**src/rtl/mcpu_pkg.sv**
```systemverilog
// Shared encodings for the multicycle MIPS main control.
package mcpu_pkg;

  typedef enum logic [3:0] {
    S_FETCH  = 4'd0,
    S_DECODE = 4'd1,
    S_MEMADR = 4'd2,
    S_MEMRD  = 4'd3,
    S_MEMWB  = 4'd4,
    S_MEMWR  = 4'd5,
    S_EXEC   = 4'd6,
    S_ALUWB  = 4'd7,
    S_BRANCH = 4'd8,
    S_IEXEC  = 4'd9,
    S_IWB    = 4'd10,
    S_JUMP   = 4'd11
  } state_t;

  localparam logic [5:0] OP_RTYPE = 6'b000000;
  localparam logic [5:0] OP_LW    = 6'b100011;
  localparam logic [5:0] OP_SW    = 6'b101011;
  localparam logic [5:0] OP_BEQ   = 6'b000100;
  localparam logic [5:0] OP_J     = 6'b000010;
  localparam logic [5:0] OP_ADDI  = 6'b001000;
  localparam logic [5:0] OP_ANDI  = 6'b001100;
  localparam logic [5:0] OP_SLTI  = 6'b001010;

  localparam logic [2:0] ALUOP_ADD   = 3'b000;
  localparam logic [2:0] ALUOP_SUB   = 3'b001;
  localparam logic [2:0] ALUOP_FUNCT = 3'b010;
  localparam logic [2:0] ALUOP_AND   = 3'b011;
  localparam logic [2:0] ALUOP_SLT   = 3'b100;

endpackage

```
**src/rtl/mcpu_main_control.sv**
```systemverilog
// Multicycle MIPS main control FSM: sequences fetch/decode/execute and
// drives the datapath strobes and the ALU-op bus.
module mcpu_main_control
  import mcpu_pkg::*;
#(
  parameter bit MEM_WAIT_EN = 1'b1
) (
  input  logic       i_clk,
  input  logic       i_rst,
  input  logic [5:0] i_opcode,
  input  logic       i_mem_ready,
  output logic       o_PCWrite,
  output logic       o_PCWriteCond,
  output logic       o_IorD,
  output logic       o_MemRead,
  output logic       o_MemWrite,
  output logic       o_IRWrite,
  output logic       o_MemtoReg,
  output logic       o_RegDst,
  output logic       o_RegWrite,
  output logic       o_ALUSrcA,
  output logic [1:0] o_ALUSrcB,
  output logic [1:0] o_PCSource,
  output logic [2:0] o_ALUop,
  output logic       o_illegal,
  output logic [3:0] o_state
);

  state_t     state;
  state_t     state_nxt;
  logic [5:0] r_op;
  logic       ready;

  assign ready = MEM_WAIT_EN ? i_mem_ready : 1'b1;

  // State register; opcode captured while decoding so later IR changes are ignored.
  always_ff @(posedge i_clk) begin
    if (i_rst) begin
      state <= S_FETCH;
      r_op  <= '0;
    end else begin
      state <= state_nxt;
      if (state == S_DECODE) r_op <= i_opcode;
    end
  end

  // Next-state and output decode.
  always_comb begin
    state_nxt     = S_FETCH;
    o_PCWrite     = 1'b0;
    o_PCWriteCond = 1'b0;
    o_IorD        = 1'b0;
    o_MemRead     = 1'b0;
    o_MemWrite    = 1'b0;
    o_IRWrite     = 1'b0;
    o_MemtoReg    = 1'b0;
    o_RegDst      = 1'b0;
    o_RegWrite    = 1'b0;
    o_ALUSrcA     = 1'b0;
    o_ALUSrcB     = 2'b00;
    o_PCSource    = 2'b00;
    o_ALUop       = ALUOP_ADD;
    o_illegal     = 1'b0;
    o_state       = state;

    case (state)
      S_FETCH: begin
        o_MemRead = 1'b1;
        o_ALUSrcB = 2'b01;
        o_IRWrite = ready;
        o_PCWrite = ready;
        state_nxt = ready ? S_DECODE : S_FETCH;
      end
      S_DECODE: begin
        o_ALUSrcB = 2'b11;
        case (i_opcode)
          OP_LW, OP_SW:               state_nxt = S_MEMADR;
          OP_RTYPE:                   state_nxt = S_EXEC;
          OP_BEQ:                     state_nxt = S_BRANCH;
          OP_ADDI, OP_ANDI, OP_SLTI:  state_nxt = S_IEXEC;
          OP_J:                       state_nxt = S_JUMP;
          default: begin
            o_illegal = 1'b1;
            state_nxt = S_FETCH;
          end
        endcase
      end
      S_MEMADR: begin
        o_ALUSrcA = 1'b1;
        o_ALUSrcB = 2'b10;
        state_nxt = (r_op == OP_LW) ? S_MEMRD : S_MEMWR;
      end
      S_MEMRD: begin
        o_MemRead = 1'b1;
        o_IorD    = 1'b1;
        state_nxt = ready ? S_MEMWB : S_MEMRD;
      end
      S_MEMWB: begin
        o_RegWrite = 1'b1;
        o_MemtoReg = 1'b1;
      end
      S_MEMWR: begin
        o_MemWrite = 1'b1;
        o_IorD     = 1'b1;
        state_nxt  = ready ? S_FETCH : S_MEMWR;
      end
      S_EXEC: begin
        o_ALUSrcA = 1'b1;
        o_ALUop   = ALUOP_FUNCT;
        state_nxt = S_ALUWB;
      end
      S_ALUWB: begin
        o_RegWrite = 1'b1;
        o_RegDst   = 1'b1;
      end
      S_BRANCH: begin
        o_ALUSrcA     = 1'b1;
        o_ALUop       = ALUOP_SUB;
        o_PCWriteCond = 1'b1;
        o_PCSource    = 2'b01;
      end
      S_IEXEC: begin
        o_ALUSrcA = 1'b1;
        o_ALUSrcB = 2'b10;
        case (r_op)
          OP_ANDI: o_ALUop = ALUOP_AND;
          OP_SLTI: o_ALUop = ALUOP_SLT;
          default: o_ALUop = ALUOP_ADD;
        endcase
        state_nxt = S_IWB;
      end
      S_IWB: begin
        o_RegWrite = 1'b1;
      end
      S_JUMP: begin
        o_PCWrite  = 1'b1;
        o_PCSource = 2'b10;
      end
      default: state_nxt = S_FETCH;
    endcase

    // Reset takes effect at the next edge, so outputs are forced quiet
    // combinationally to keep write strobes off in the reset cycle itself.
    if (i_rst) begin
      o_PCWrite     = 1'b0;
      o_PCWriteCond = 1'b0;
      o_IorD        = 1'b0;
      o_MemRead     = 1'b0;
      o_MemWrite    = 1'b0;
      o_IRWrite     = 1'b0;
      o_MemtoReg    = 1'b0;
      o_RegDst      = 1'b0;
      o_RegWrite    = 1'b0;
      o_ALUSrcA     = 1'b0;
      o_ALUSrcB     = 2'b00;
      o_PCSource    = 2'b00;
      o_ALUop       = ALUOP_ADD;
      o_illegal     = 1'b0;
      o_state       = S_FETCH;
    end
  end

endmodule

```
**config.mk**
```make
export PLATFORM = sky130hd
export DESIGN_NAME = mcpu_main_control
export DESIGN_NICKNAME = d
export VERILOG_FILES = /design/src/rtl/mcpu_pkg.sv /design/src/rtl/mcpu_main_control.sv
export SDC_FILE = /design/constraint.sdc
export NUM_CORES = 1
export LEC_CHECK = 0
export CAP_MARGIN = 10
export CORE_UTILIZATION = 47
export CTS_CLUSTER_SIZE = 24
export DETAILED_ROUTE_END_ITERATION = 10
export PLACE_DENSITY_LB_ADDON = 0.08
export SETUP_SLACK_MARGIN = 0.2
export SLEW_MARGIN = 0
export SYNTH_ARGS = -nofsm -noshare
export SYNTH_HDL_FRONTEND = slang
export SYNTH_SLANG_ARGS = --single-unit
export TNS_END_PERCENT = 50
```
**constraint.sdc**
```tcl
create_clock -name i_clk -period 4.08 [get_ports i_clk]
set_input_delay 0.612 -clock i_clk [delete_from_list [all_inputs] [get_ports i_clk]]
set_output_delay 0.612 -clock i_clk [all_outputs]
set_load 0.1 [all_outputs]
```
==> reports/qor.yml <==
status: "finished, final reports clean"
cts_sinks: 10
layout.nets: 159
syn_nets: 132
post-route-period-util_pct: 74.9
grt_max_degree: 25
hp-start: "r_op[2]$_SDFFE_PP0P_"
yosys.cell_types.count: 38
rows: 14
ys_ff_latch: 10
hold_class: "reg2reg"
worstSetupStartpointType: "primary input"
seqPwrFrac_pct: 38.6
power.share.clock_pct: 32.2
intPower_uw: 180
die-area_um2: 1970
slew_headroom_pct: 40.4
numCtsBuffers: 3
synth_edf_count: 0
cap_violations: 0
start_util_pct: 53.0
synth.most_common_cell: "nand2_1"
synth_area_per_cell_um2: 6.87
die_w_um: 44.4
p_leak_nw: 0.437
synth_top_area_share_pct: 23.7
slew_viol_final: 0
critPathLaunch: "i_rst"
grt_pass1_vias: 829
p_switching_uw: 99.0
grt_pass1_wl_um: 3610
cp_data_required_time_ps: 3470
max_stage_delay_ps: 1060
syn_inst: 123
finalSetupViolCount: 0
power_density_nw_per_um2: 245
worstPathCellList: "clkdlybuf4s50_1 > nor3_1 > and3_1 > or2_1 > buf_4"
cts_hold_buf: 0
placeableCoreArea_um2: 1590
crit_family: "buffers and inverters"
yosysWarnings: 0
cts_resized: 0
async_reset_ff_share_pct: 0
antenna_found_initial: 0
fin_ws_ps: 1020
finalClockSkew_ps: 1.55
hpwl_um: 1570
insertion_delay_ps: 260
finalNonFillerCells: 173
port_buffers: 30
globalRouteOverflowTotal: 0
vdd_drop_max_v: 0.000187
clk_pin_slew_worst_paths_ps: 70
end_kind: "primary output"
drt-total-wl_um: 2150
layout-drive-gt1-share_pct: 23.5
tritoncts: "built"
worst_pin_slew_ps: 892
postLayoutCoreUtil_pct: 71.4
hold_viol_final: 0
insertedDiodeCount: 0
rr_startpoint: "state[1]$_SDFF_PP0_"
root_buffer: "clkbuf_4"
first_iter_violations: 25
ioPinCount: 31
dpl.cell_count: 169
firstDrtPassIters: 4
synth_top_cell_by_area: "dfxtp_1"
netlist_top_cells_area: "dfxtp_1, nand2_1, a21oi_1, nand2b_1, nor2b_1"
combPwrFrac_pct: 29.2
worst-path-buf-inv: 2
dpl_worst_slack_ps: 1040
netlist_area_um2: 845
die_h_um: 44.4
clockBufferDepth: 2
cpMaxStageDelayCell: "clkdlybuf4s50_1"
globalplace.congestion: 0.773
ant_nets: 0
finalSetupTns_ps: 0
post_drt_wl_per_cell_um: 12.4
htree_levels: 1
path_class: "in2out"
fill_cells: 139
swShare_pct: 35.5
areaGrowthSynthToFinish_pct: 34.7
yosysSeqAreaShare_pct: 23.7
path_max_fanout: 24
netlist_top_cells_count: "nand2_1, a21oi_1, nor2_1"
vias_per_cell: 5.63
grt_usage_pct: 24.5
synth_flop_cell: "dfxtp_1"
cts_setup_buffers: 0
rsz0062_at_grt: "no"
drc: 0
arrival_ps: 2450
vias: 974
finalCriticalPeriod_ps: 3060
max_freq_mhz: 327
-- worst reg2reg max path: stages (launching register included) --
cell and delay [ps]:
dfxtp_1 730, nand2b_1 370, a2111oi_0 140, nor4_1 290, nor3_1 60
-- power by group through the flow --
stage | Combinational (mW) | Sequential [mW] | Clock [mW]
after detailed placement | 0.0809 | 0.110 | 0
final | 0.0815 | 0.108 | 0.0897
after floorplan | 0.0608 | 0.106 | 0
after global placement | 0.0801 | 0.110 | 0
after CTS | 0.0815 | 0.108 | 0.0911
after global routing | 0.0869 | 0.108 | 0.0965
-- final cells by class --
class                           instances  area [um2]  area share, %
Clock buffer                            4        36.3           3.19
Inverter                                3        11.3          0.990
Multi-Input combinational cell        102         614           54.0
Sequential cell                        10         200           17.6
Tap cell                               24        30.0           2.64
Timing Repair Buffer                   30         245           21.6
-- sequential cells by signal, indices dropped and copies added, names as in the netlist --
register  cells
state         4
r_op          6
-- cells in the final DEF (no fill, tap or decap), drive strengths merged, types with 2 or more instances in the layout --
cell type | synthesis | final
inv | 3 | 3
nor4 | 6 | 6
a32oi | 2 | 2
dfxtp | 10 | 10
nor3 | 9 | 9
a21oi | 13 | 13
nor2 | 13 | 13
buf | 4 | 22
nor2b | 8 | 8
o31ai | 2 | 2
nand2b | 11 | 11
clkbuf | 4 | 4
nand2 | 19 | 19
clkdlybuf4s50 | 0 | 8
a2111oi | 2 | 2
-- path summary, 6_finish.rpt --
kind                            slack [ps]              endpoint  cells after the start
worst max-delay path                  1020             o_PCWrite                      5
worst min register to register         480  r_op[2]$_SDFFE_PP0P_                      2
worst max register to register        2350   state[0]$_SDFF_PP0_                      4
worst min-delay path                   480  r_op[2]$_SDFFE_PP0P_                      2
-- metrics by stage --
stage	total power, mW	hold slack, ps	instance area (um2)
after floorplan	0.167	444	862
after global routing	0.292	494	1140
after CTS	0.280	474	1140
after global placement	0.190	457	1100
final	0.279	476	1140
after detailed placement	0.191	465	1100
-- logic make-up (layout without fill, tap and decap cells) --
group           after synthesis  in the layout  share of synthesized area (%)
compound gates               25             25                           19.4
xor+xnor                      2              2                           2.07
buf+inv                      11             37                           5.63
flops                        10             10                           23.7
mux                           1              1                           1.19
simple gates                 74             74                           48.0
-- per-layer routing --
layer,global-route usage [%],part of all wire (%),vias up
met1,32.0,45,448
met2,42.4,50,34
li1,-,-,490
met5,0,0,-
met4,7.27,0.60,0
met3,2.45,4.7,2
No activity file was read; power rests on OpenSTA's default activity.
